`src/rtl/sfp_pkg.sv`:
```
// Shared types and constants for the psum read-modify-write accumulation stage.
package sfp_pkg;

    localparam int unsigned COL      = 8;
    localparam int unsigned PSUM_BW  = 20;
    localparam int unsigned SRAM_BIT = COL * PSUM_BW;
    localparam int unsigned ADDR_W   = 4;

    // Signed lane saturation limits for the default lane width
    localparam logic [PSUM_BW-1:0] LANE_MAX = {1'b0, {(PSUM_BW-1){1'b1}}};
    localparam logic [PSUM_BW-1:0] LANE_MIN = {1'b1, {(PSUM_BW-1){1'b0}}};

    typedef enum logic [1:0] {
        ST_IDLE = 2'd0,
        ST_RD   = 2'd1,
        ST_WR   = 2'd2
    } state_e;

endpackage

```
`src/rtl/sfp_accum_if.sv`:
```
// Upstream psum-vector handshake into the accumulation stage.
interface sfp_accum_if
    import sfp_pkg::*;
#(
    parameter int unsigned sram_bit = SRAM_BIT
) ();
    logic                in_valid;
    logic                in_ready;
    logic [sram_bit-1:0] in_data;
    logic [ADDR_W-1:0]   in_addr;
    logic                acc_mode;
    logic                relu_en;

    modport master (output in_valid, in_data, in_addr, acc_mode, relu_en, input in_ready);
    modport slave  (input in_valid, in_data, in_addr, acc_mode, relu_en, output in_ready);
endinterface

```
`src/rtl/sfp_lane.sv`:
```
// One lane: optional add of the stored value, signed saturation, optional ReLU.
// ReLU is compiled in only when SFP_RELU_EN is defined.
module sfp_lane
    import sfp_pkg::*;
#(
    parameter int unsigned psum_bw = PSUM_BW
) (
    input  logic               acc,
    input  logic               relu_en,
    input  logic [psum_bw-1:0] a,
    input  logic [psum_bw-1:0] q,
    output logic [psum_bw-1:0] y
);
    localparam logic [psum_bw-1:0] SAT_MAX = {1'b0, {(psum_bw-1){1'b1}}};
    localparam logic [psum_bw-1:0] SAT_MIN = {1'b1, {(psum_bw-1){1'b0}}};

    logic [psum_bw:0]   sum;
    logic [psum_bw-1:0] sat;

    // Overflow shows as disagreement between the two top bits of the wide sum
    always_comb begin
        sum = {a[psum_bw-1], a};
        if (acc) begin
            sum = {q[psum_bw-1], q} + {a[psum_bw-1], a};
        end
        sat = sum[psum_bw-1:0];
        if (sum[psum_bw] != sum[psum_bw-1]) begin
            sat = sum[psum_bw] ? SAT_MIN : SAT_MAX;
        end
    end

`ifdef SFP_RELU_EN
    assign y = (relu_en && sat[psum_bw-1]) ? '0 : sat;
`else
    logic unused_relu;
    assign unused_relu = relu_en;
    assign y = sat;
`endif

endmodule

```
`src/rtl/sfp_accum.sv`:
```
// Read-modify-write stage in front of the 16-entry psum SRAM: overwrite or
// saturating accumulate per vector. Optional ReLU via SFP_RELU_EN.
module sfp_accum
    import sfp_pkg::*;
#(
    parameter int unsigned col     = COL,
    parameter int unsigned psum_bw = PSUM_BW,
    localparam int unsigned sram_bit = col * psum_bw
) (
    input  logic                clk,
    input  logic                reset_n,
    sfp_accum_if.slave          in_if,
    input  logic [sram_bit-1:0] sram_q,
    output logic                sram_cen,
    output logic                sram_wen,
    output logic [ADDR_W-1:0]   sram_a,
    output logic [sram_bit-1:0] sram_d,
    output logic                wr_done
);
    state_e              state;
    state_e              state_nxt;
    logic [sram_bit-1:0] data_q;
    logic [ADDR_W-1:0]   addr_q;
    logic                acc_q;
    logic                relu_q;
    logic [sram_bit-1:0] result;
    logic                accept;

    assign accept = in_if.in_valid && in_if.in_ready;

    always_ff @(posedge clk) begin
        if (!reset_n) begin
            state <= ST_IDLE;
        end else begin
            state <= state_nxt;
        end
    end

    always_comb begin
        state_nxt = state;
        case (state)
            ST_IDLE: if (accept) state_nxt = in_if.acc_mode ? ST_RD : ST_WR;
            ST_RD:   state_nxt = ST_WR;
            ST_WR:   state_nxt = ST_IDLE;
            default: state_nxt = ST_IDLE;
        endcase
    end

    // SRAM pins are Moore-decoded so no input can glitch them
    always_comb begin
        in_if.in_ready = 1'b0;
        sram_cen       = 1'b1;
        sram_wen       = 1'b1;
        sram_a         = '0;
        sram_d         = '0;
        case (state)
            ST_IDLE: in_if.in_ready = 1'b1;
            ST_RD: begin
                sram_cen = 1'b0;
                sram_a   = addr_q;
            end
            ST_WR: begin
                sram_cen = 1'b0;
                sram_wen = 1'b0;
                sram_a   = addr_q;
                sram_d   = result;
            end
            default: ;
        endcase
    end

    always_ff @(posedge clk) begin
        if (!reset_n) begin
            data_q  <= '0;
            addr_q  <= '0;
            acc_q   <= 1'b0;
            relu_q  <= 1'b0;
            wr_done <= 1'b0;
        end else begin
            if (accept) begin
                data_q <= in_if.in_data;
                addr_q <= in_if.in_addr;
                acc_q  <= in_if.acc_mode;
                relu_q <= in_if.relu_en;
            end
            wr_done <= (state == ST_WR);
        end
    end

    for (genvar i = 0; i < int'(col); i++) begin : g_lane
        sfp_lane #(.psum_bw(psum_bw)) u_lane (
            .acc     (acc_q),
            .relu_en (relu_q),
            .a       (data_q[i*psum_bw +: psum_bw]),
            .q       (sram_q[i*psum_bw +: psum_bw]),
            .y       (result[i*psum_bw +: psum_bw])
        );
    end

endmodule

```
`src/flat_wrapper.sv`:
```
// flat-port wrapper written by rule: the top's interface ports become plain ports
module sfp_accum_flat import sfp_pkg::*;
#(
    parameter int unsigned col     = COL,
    parameter int unsigned psum_bw = PSUM_BW,
    localparam int unsigned sram_bit = col * psum_bw
)
  (clk, reset_n, sram_q, sram_cen, sram_wen, sram_a, sram_d, wr_done, in_if_in_valid, in_if_in_data, in_if_in_addr, in_if_acc_mode, in_if_relu_en, in_if_in_ready);
  sfp_accum_if in_if_i ();
  input  logic clk;
  input  logic reset_n;
  input  logic [sram_bit-1:0] sram_q;
  output logic sram_cen;
  output logic sram_wen;
  output logic [ADDR_W-1:0] sram_a;
  output logic [sram_bit-1:0] sram_d;
  output logic wr_done;
  input wire logic [$bits(in_if_i.in_valid)-1:0] in_if_in_valid;
  input wire logic [$bits(in_if_i.in_data)-1:0] in_if_in_data;
  input wire logic [$bits(in_if_i.in_addr)-1:0] in_if_in_addr;
  input wire logic [$bits(in_if_i.acc_mode)-1:0] in_if_acc_mode;
  input wire logic [$bits(in_if_i.relu_en)-1:0] in_if_relu_en;
  output wire logic [$bits(in_if_i.in_ready)-1:0] in_if_in_ready;
  assign in_if_i.in_valid = in_if_in_valid;
  assign in_if_i.in_data = in_if_in_data;
  assign in_if_i.in_addr = in_if_in_addr;
  assign in_if_i.acc_mode = in_if_acc_mode;
  assign in_if_i.relu_en = in_if_relu_en;
  assign in_if_in_ready = in_if_i.in_ready;
  sfp_accum #(.col(col), .psum_bw(psum_bw)) u_core (.clk(clk), .reset_n(reset_n), .in_if(in_if_i), .sram_q(sram_q), .sram_cen(sram_cen), .sram_wen(sram_wen), .sram_a(sram_a), .sram_d(sram_d), .wr_done(wr_done));
endmodule
```
`config.mk`:
```
export PLATFORM = sky130hd
export DESIGN_NAME = sfp_accum_flat
export DESIGN_NICKNAME = d
export VERILOG_FILES = /design/src/rtl/sfp_pkg.sv /design/src/rtl/sfp_accum_if.sv /design/src/rtl/sfp_lane.sv /design/src/rtl/sfp_accum.sv /design/src/flat_wrapper.sv
export SDC_FILE = /design/constraint.sdc
export NUM_CORES = 1
export LEC_CHECK = 0
export BUFFER_PORTS_ARGS = -buffer_cell sky130_fd_sc_hd__buf_2
export CORE_MARGIN = 2
export CORE_UTILIZATION = 54
export CTS_CLUSTER_DIAMETER = 200
export DETAILED_ROUTE_END_ITERATION = 8
export PLACE_DENSITY = 0.78
export SLEW_MARGIN = 25
export SYNTH_ARGS = -nofsm -noshare
export SYNTH_HDL_FRONTEND = slang
export SYNTH_HIERARCHICAL = 1
export SYNTH_SLANG_ARGS = --single-unit
```
`constraint.sdc`:
```
create_clock -name clk -period 11.5 [get_ports clk]
set_input_delay 2.3 -clock clk [delete_from_list [all_inputs] [get_ports clk]]
set_output_delay 2.3 -clock clk [all_outputs]
set_load 0.1 [all_outputs]
```
==> results.json, run 1 <==
{
  "n_fill_cell": 3223,
  "finalNonFillerCells": 3334,
  "cts_max_level": 4,
  "final_max_slew_viol_count": 0,
  "rsz0062_at_grt": "no",
  "syn_to_final_growth_pct": 13.71,
  "cts_made_buffers": 17,
  "rows": 69,
  "grt_antenna_before_repair": 31,
  "maxSlewHeadroom_pct": 29.66,
  "layout_common_cells": "494 x buf_2, 329 x a21oi_1, 203 x nand3_1",
  "io-pin-count": 497,
  "syn_avg_cell_area_um2": 7.912,
  "drc": 0,
  "worstHoldStart": "u_core/state[0]$_SDFFE_PN0P_",
  "dieArea_mm2": 0.03794,
  "cts_root_buffer": "clkbuf_16",
  "clkPwrFrac_pct": 23.6,
  "hpwl_mm": 46.80,
  "port_buffers": 495,
  "first_global_vias": 19400,
  "grt.total_usage_pct": 31.96,
  "ys_warn_count": 6,
  "synth_cells": 2484,
  "drive_above_1_share_pct": 28.19,
  "min_period_ns": 8.384,
  "cts.sinks": 168,
  "grt-ovfl-total": 0,
  "clock_skew_ns": 0.008952,
  "p_leak_nw": 9.906,
  "p_comb_share_pct": 49.2,
  "dp_cells": 3271,
  "setup_tns_ns": 0,
  "clk_latency_ns": 0.46,
  "fmax_mhz": 119.3,
  "gp_congestion": 0.9601,
  "switching_share_pct": 44.17,
  "die_w_um": 194.8,
  "post_drt_wl_per_cell_um": 19.18,
  "ant_nets": 0,
  "intPower_w": 0.001367,
  "crit_start": "sram_q[104]",
  "finalHoldWorstSlack_ns": 0.5612,
  "worstSetupStartpointType": "input pin",
  "grt_start_max_net_pins": 142,
  "p_seq_share_pct": 27.2,
  "final_common_cell": "buf_2",
  "hold_viol_final": 0,
  "start_util_pct": 54.99,
  "finalNetCount": 3330,
  "chipHeight_um": 194.8,
  "cts_resized": 0,
  "setup_viol": 0,
  "irDropWorstVdd_v": 0.0001251,
  "worst_setup_path_end_kind": "output pin",
  "post-cts-setup-buffers": 0,
  "wirelength_mm": 63.94,
  "crit_type": "in -> out",
  "worstPathMaxFanout": 18,
  "finalCritPeriodShare_pct": 72.91,
  "power_density_mw_per_mm2": 109.6,
  "first_iter_violations": 1298,
  "arrival_ns": 6.08,
  "synth_nets": 2985,
  "status": "finished, final reports clean",
  "clock_path_buffers": 2,
  "grt_pass1_wl_mm": 99.67,
  "core_area_mm2": 0.03574,
  "switching_power_w": 0.001082,
  "required_ns": 9.20,
  "r2r-start": "u_core/state[0]$_SDFFE_PN0P_",
  "via_per_inst": 6.177,
  "path_clk_slew_ns": 0.07,
  "holdBufCountCts": 0,
  "vias": 20590,
  "hold_class": "reg -> reg",
  "drt-pass1-iter-count": 8,
  "syn_area_mm2": 0.01965,
  "tightest_slew_ns": 1.055,
  "cts_tree": "done",
  "drv_cap": 0,
  "total_power_w": 0.002449
}
## sequential cells by signal (all words and copies together), names as in the netlist
| name | count |
|---|---|
| u_core/acc_q | 1 |
| u_core/wr_done | 1 |
| u_core/data_q | 160 |
| u_core/addr_q | 4 |
| u_core/state | 2 |
## critical path, cell delays in order
cell and delay (ns):
buf_2 0.13, ha_1 0.35, a21oi_1 0.19, o211ai_1 0.20, a31oi_1 0.47, o211a_1 0.38
nor4b_1 0.10, a41oi_2 0.78, o311ai_0 0.54, and2_1 0.32, buf_2 0.29
## layer usage
layer	part of all wire, %	track usage [%]
met1	40	39.18
met2	47	52.21
met3	8.2	6.576
met4	4.7	18.18
met5	0.16	0
## final cells by class
type,count,area (um2),area share (%)
Clock buffer,23,488.0,2.183
Timing Repair Buffer,508,2592,11.60
Sequential cell,168,3367,15.07
Inverter,173,654.4,2.928
Multi-Input combinational cell,1961,14520,64.96
Antenna cell,32,80.08,0.3583
Tap cell,461,576.8,2.581
Clock inverter,8,72.57,0.3247
## stage by stage
step	utilization, %	worst slack (ns)	cell area, um2
global placement	60.69	2.940	21690
floorplan	-	3.906	19650
global route	62.44	2.893	22320
detailed placement	60.73	3.162	21700
finish	62.53	3.116	22350
CTS	62.29	3.147	22270
## power groups by stage
stage	combinational [W]	sequential, W	clock, W
after floorplan	0.000968	0.000665	0
after global placement	0.00116	0.000676	0
after detailed placement	0.00118	0.000678	0
after CTS	0.00119	0.000665	0.000593
after global routing	0.00130	0.000672	0.000609
final	0.00120	0.000665	0.000579
## path summary, 6_finish.rpt
path / to / slack [ns] / depth (start not counted)
max: sram_d[110] / 3.12 / 11
min: u_core/state[0]$_SDFFE_PN0P_ / 0.56 / 2
max reg2reg: u_core/state[1]$_SDFFE_PN0P_ / 7.95 / 6
min reg2reg: u_core/state[0]$_SDFFE_PN0P_ / 0.56 / 2
Note: power is estimated with default switching activity, not from simulation.
==> run 2, diff against run 1 <==
CORE_UTILIZATION = 50   (was 54)
PLACE_DENSITY = 0.76   (was 0.78)
clock period = 7.4 ns   (was 11.5 ns; I/O delays follow)
==> results.json, run 2 (synthesized netlist as in run 1, its figures left out) <==
{
  "n_fill_cell": 3622,
  "via_per_inst": 6.057,
  "arrival_ns": 5.03,
  "irDropWorstVdd_v": 0.0001835,
  "cts_resized": 0,
  "port_buffers": 495,
  "drc": 0,
  "clock_skew_ns": 0.009953,
  "fmax_mhz": 153.7,
  "path_delay_family": "compound AO/OA/AOI/OAI gates",
  "required_ns": 5.92,
  "holdBufCountCts": 0,
  "min_period_ns": 6.507,
  "seq_area_mm2": 0.003367,
  "wirelength_mm": 64.79,
  "chipHeight_um": 202.3,
  "finalCritPeriodShare_pct": 87.93,
  "vias": 20460,
  "setup_tns_ns": 0,
  "worstSetupStartpointType": "input pin",
  "power_density_mw_per_mm2": 174.0,
  "p_comb_share_pct": 48.0,
  "hold_class": "reg -> reg",
  "setup_viol": 0,
  "start_util_pct": 50.74,
  "post-cts-setup-buffers": 0,
  "first_iter_violations": 1401,
  "drv_cap": 0,
  "final_common_cell": "buf_2",
  "p_leak_nw": 9.939,
  "p_seq_share_pct": 26.5,
  "gp_congestion": 0.9814,
  "grt-ovfl-total": 0,
  "grt.total_usage_pct": 30.39,
  "ant_nets": 0,
  "tightest_slew_ns": 1.003,
  "cp_num_buf_inv": 4,
  "cp_cell_sequence": "buf_2 > ha_1 > inv_1 > fa_1 > and2b_1 > o2111ai_2 > a31oi_2 > nor2_2 > o41ai_4 > buf_4 > o21ai_2 > o22ai_1 > and2_1 > buf_2",
  "cts.sinks": 168,
  "layout_common_cells": "494 x buf_2, 329 x a21oi_1, 203 x nand3_1",
  "cts_made_buffers": 17,
  "grt_start_max_net_pins": 206,
  "final_max_slew_viol_count": 0,
  "clkPwrFrac_pct": 25.5,
  "top_regs": "u_core/data_q: 160 flops, u_core/addr_q: 4 flops, u_core/state: 2 flops",
  "first_global_vias": 19290,
  "dieArea_mm2": 0.04091,
  "drt-pass1-iter-count": 6,
  "cpPeakStageDelay_ns": 0.44,
  "cts_tree": "done",
  "die_w_um": 202.3,
  "worstPathMaxFanout": 22,
  "syn_to_final_growth_pct": 14.30,
  "rows": 72,
  "hpwl_mm": 47.84,
  "clock_path_buffers": 2,
  "crit_type": "in -> out",
  "multiInputGateArea_mm2": 0.01452,
  "max_flop_register": "u_core/data_q",
  "crit_top_cell": "buf_2",
  "intPower_w": 0.002200,
  "worst_setup_path_end_kind": "output pin",
  "maxSlewHeadroom_pct": 33.11,
  "status": "finished, final reports clean",
  "drive_above_1_share_pct": 28.25,
  "clk_latency_ns": 0.49,
  "cts_root_buffer": "clkbuf_16",
  "path_clk_slew_ns": 0.06,
  "post_drt_wl_per_cell_um": 19.18,
  "grt_pass1_wl_mm": 100.7,
  "core_area_mm2": 0.03874,
  "finalHoldWorstSlack_ns": 0.5723,
  "hold_viol_final": 0,
  "rsz0062_at_grt": "no",
  "cts_max_level": 4,
  "switching_power_w": 0.001708,
  "total_power_w": 0.003908,
  "cpMaxStageDelayCell": "buf_2",
  "io-pin-count": 497,
  "switching_share_pct": 43.70,
  "finalNetCount": 3331,
  "largest_register_ff_count": 160,
  "grt_antenna_before_repair": 25
}
## run 2: metal layers
metal / part of all wire [%] / vias up / GRT usage, %
met1: 42 / 9604 / 37.15
met5: 0.21 / - / 0
met2: 46 / 811 / 49.79
met3: 7.9 / 160 / 7.062
met4: 4.3 / 20 / 15.64
li1: - / 9861 / -
## run 2: final cells by class
cell class                      instances  share of cell area, %
Inverter                              173                  2.913
Tap cell                              518                  2.885
Clock inverter                         12                 0.7742
Multi-Input combinational cell       1961                  64.63
Sequential cell                       168                  14.99
Clock buffer                           19                  1.972
Antenna cell                           17                 0.1894
Timing Repair Buffer                  509                  11.65
## run 2: metrics by stage
stage	utilization, %	instances	cell area, um2	setup WS (ns)
floorplan	-	2484	19650	1.446
global placement	56.29	3329	21800	1.016
detailed placement	56.29	3329	21800	0.9602
CTS	57.88	3360	22420	0.9422
global route	57.93	3368	22440	0.6817
finish	57.99	3377	22460	0.8932
## run 2: final timing paths
kind	start	endpoint	slack, ns	depth (start not counted)
hold / removal	u_core/addr_q[2]$_SDFFE_PN0P_	u_core/addr_q[2]$_SDFFE_PN0P_	0.57	2
setup reg to reg	u_core/state[0]$_SDFFE_PN0P_	u_core/addr_q[0]$_SDFFE_PN0P_	4.82	5
hold reg to reg	u_core/addr_q[2]$_SDFFE_PN0P_	u_core/addr_q[2]$_SDFFE_PN0P_	0.57	2
setup / recovery	sram_q[0]	sram_d[1]	0.89	14
## run 2: worst reg2reg max path, delay by kind of cell, from the launching register on
kind                     cells  cell delay (ns)
buffers and inverters        2             0.88
AND/OR/NAND/NOR              1             0.45
flip-flops                   1             0.35
adder cells (fa/ha/maj)      1             0.63
AO/OA/AOI/OAI                1             0.20
## run 2: power groups by stage
stage                     combinational [W]  clock (W)  sequential, W
final                               0.00188   0.000995        0.00104
after global routing                0.00202    0.00105        0.00105
after CTS                           0.00186    0.00102        0.00104
after detailed placement            0.00185          0        0.00106
after global placement              0.00181          0        0.00105
after floorplan                     0.00151          0        0.00103
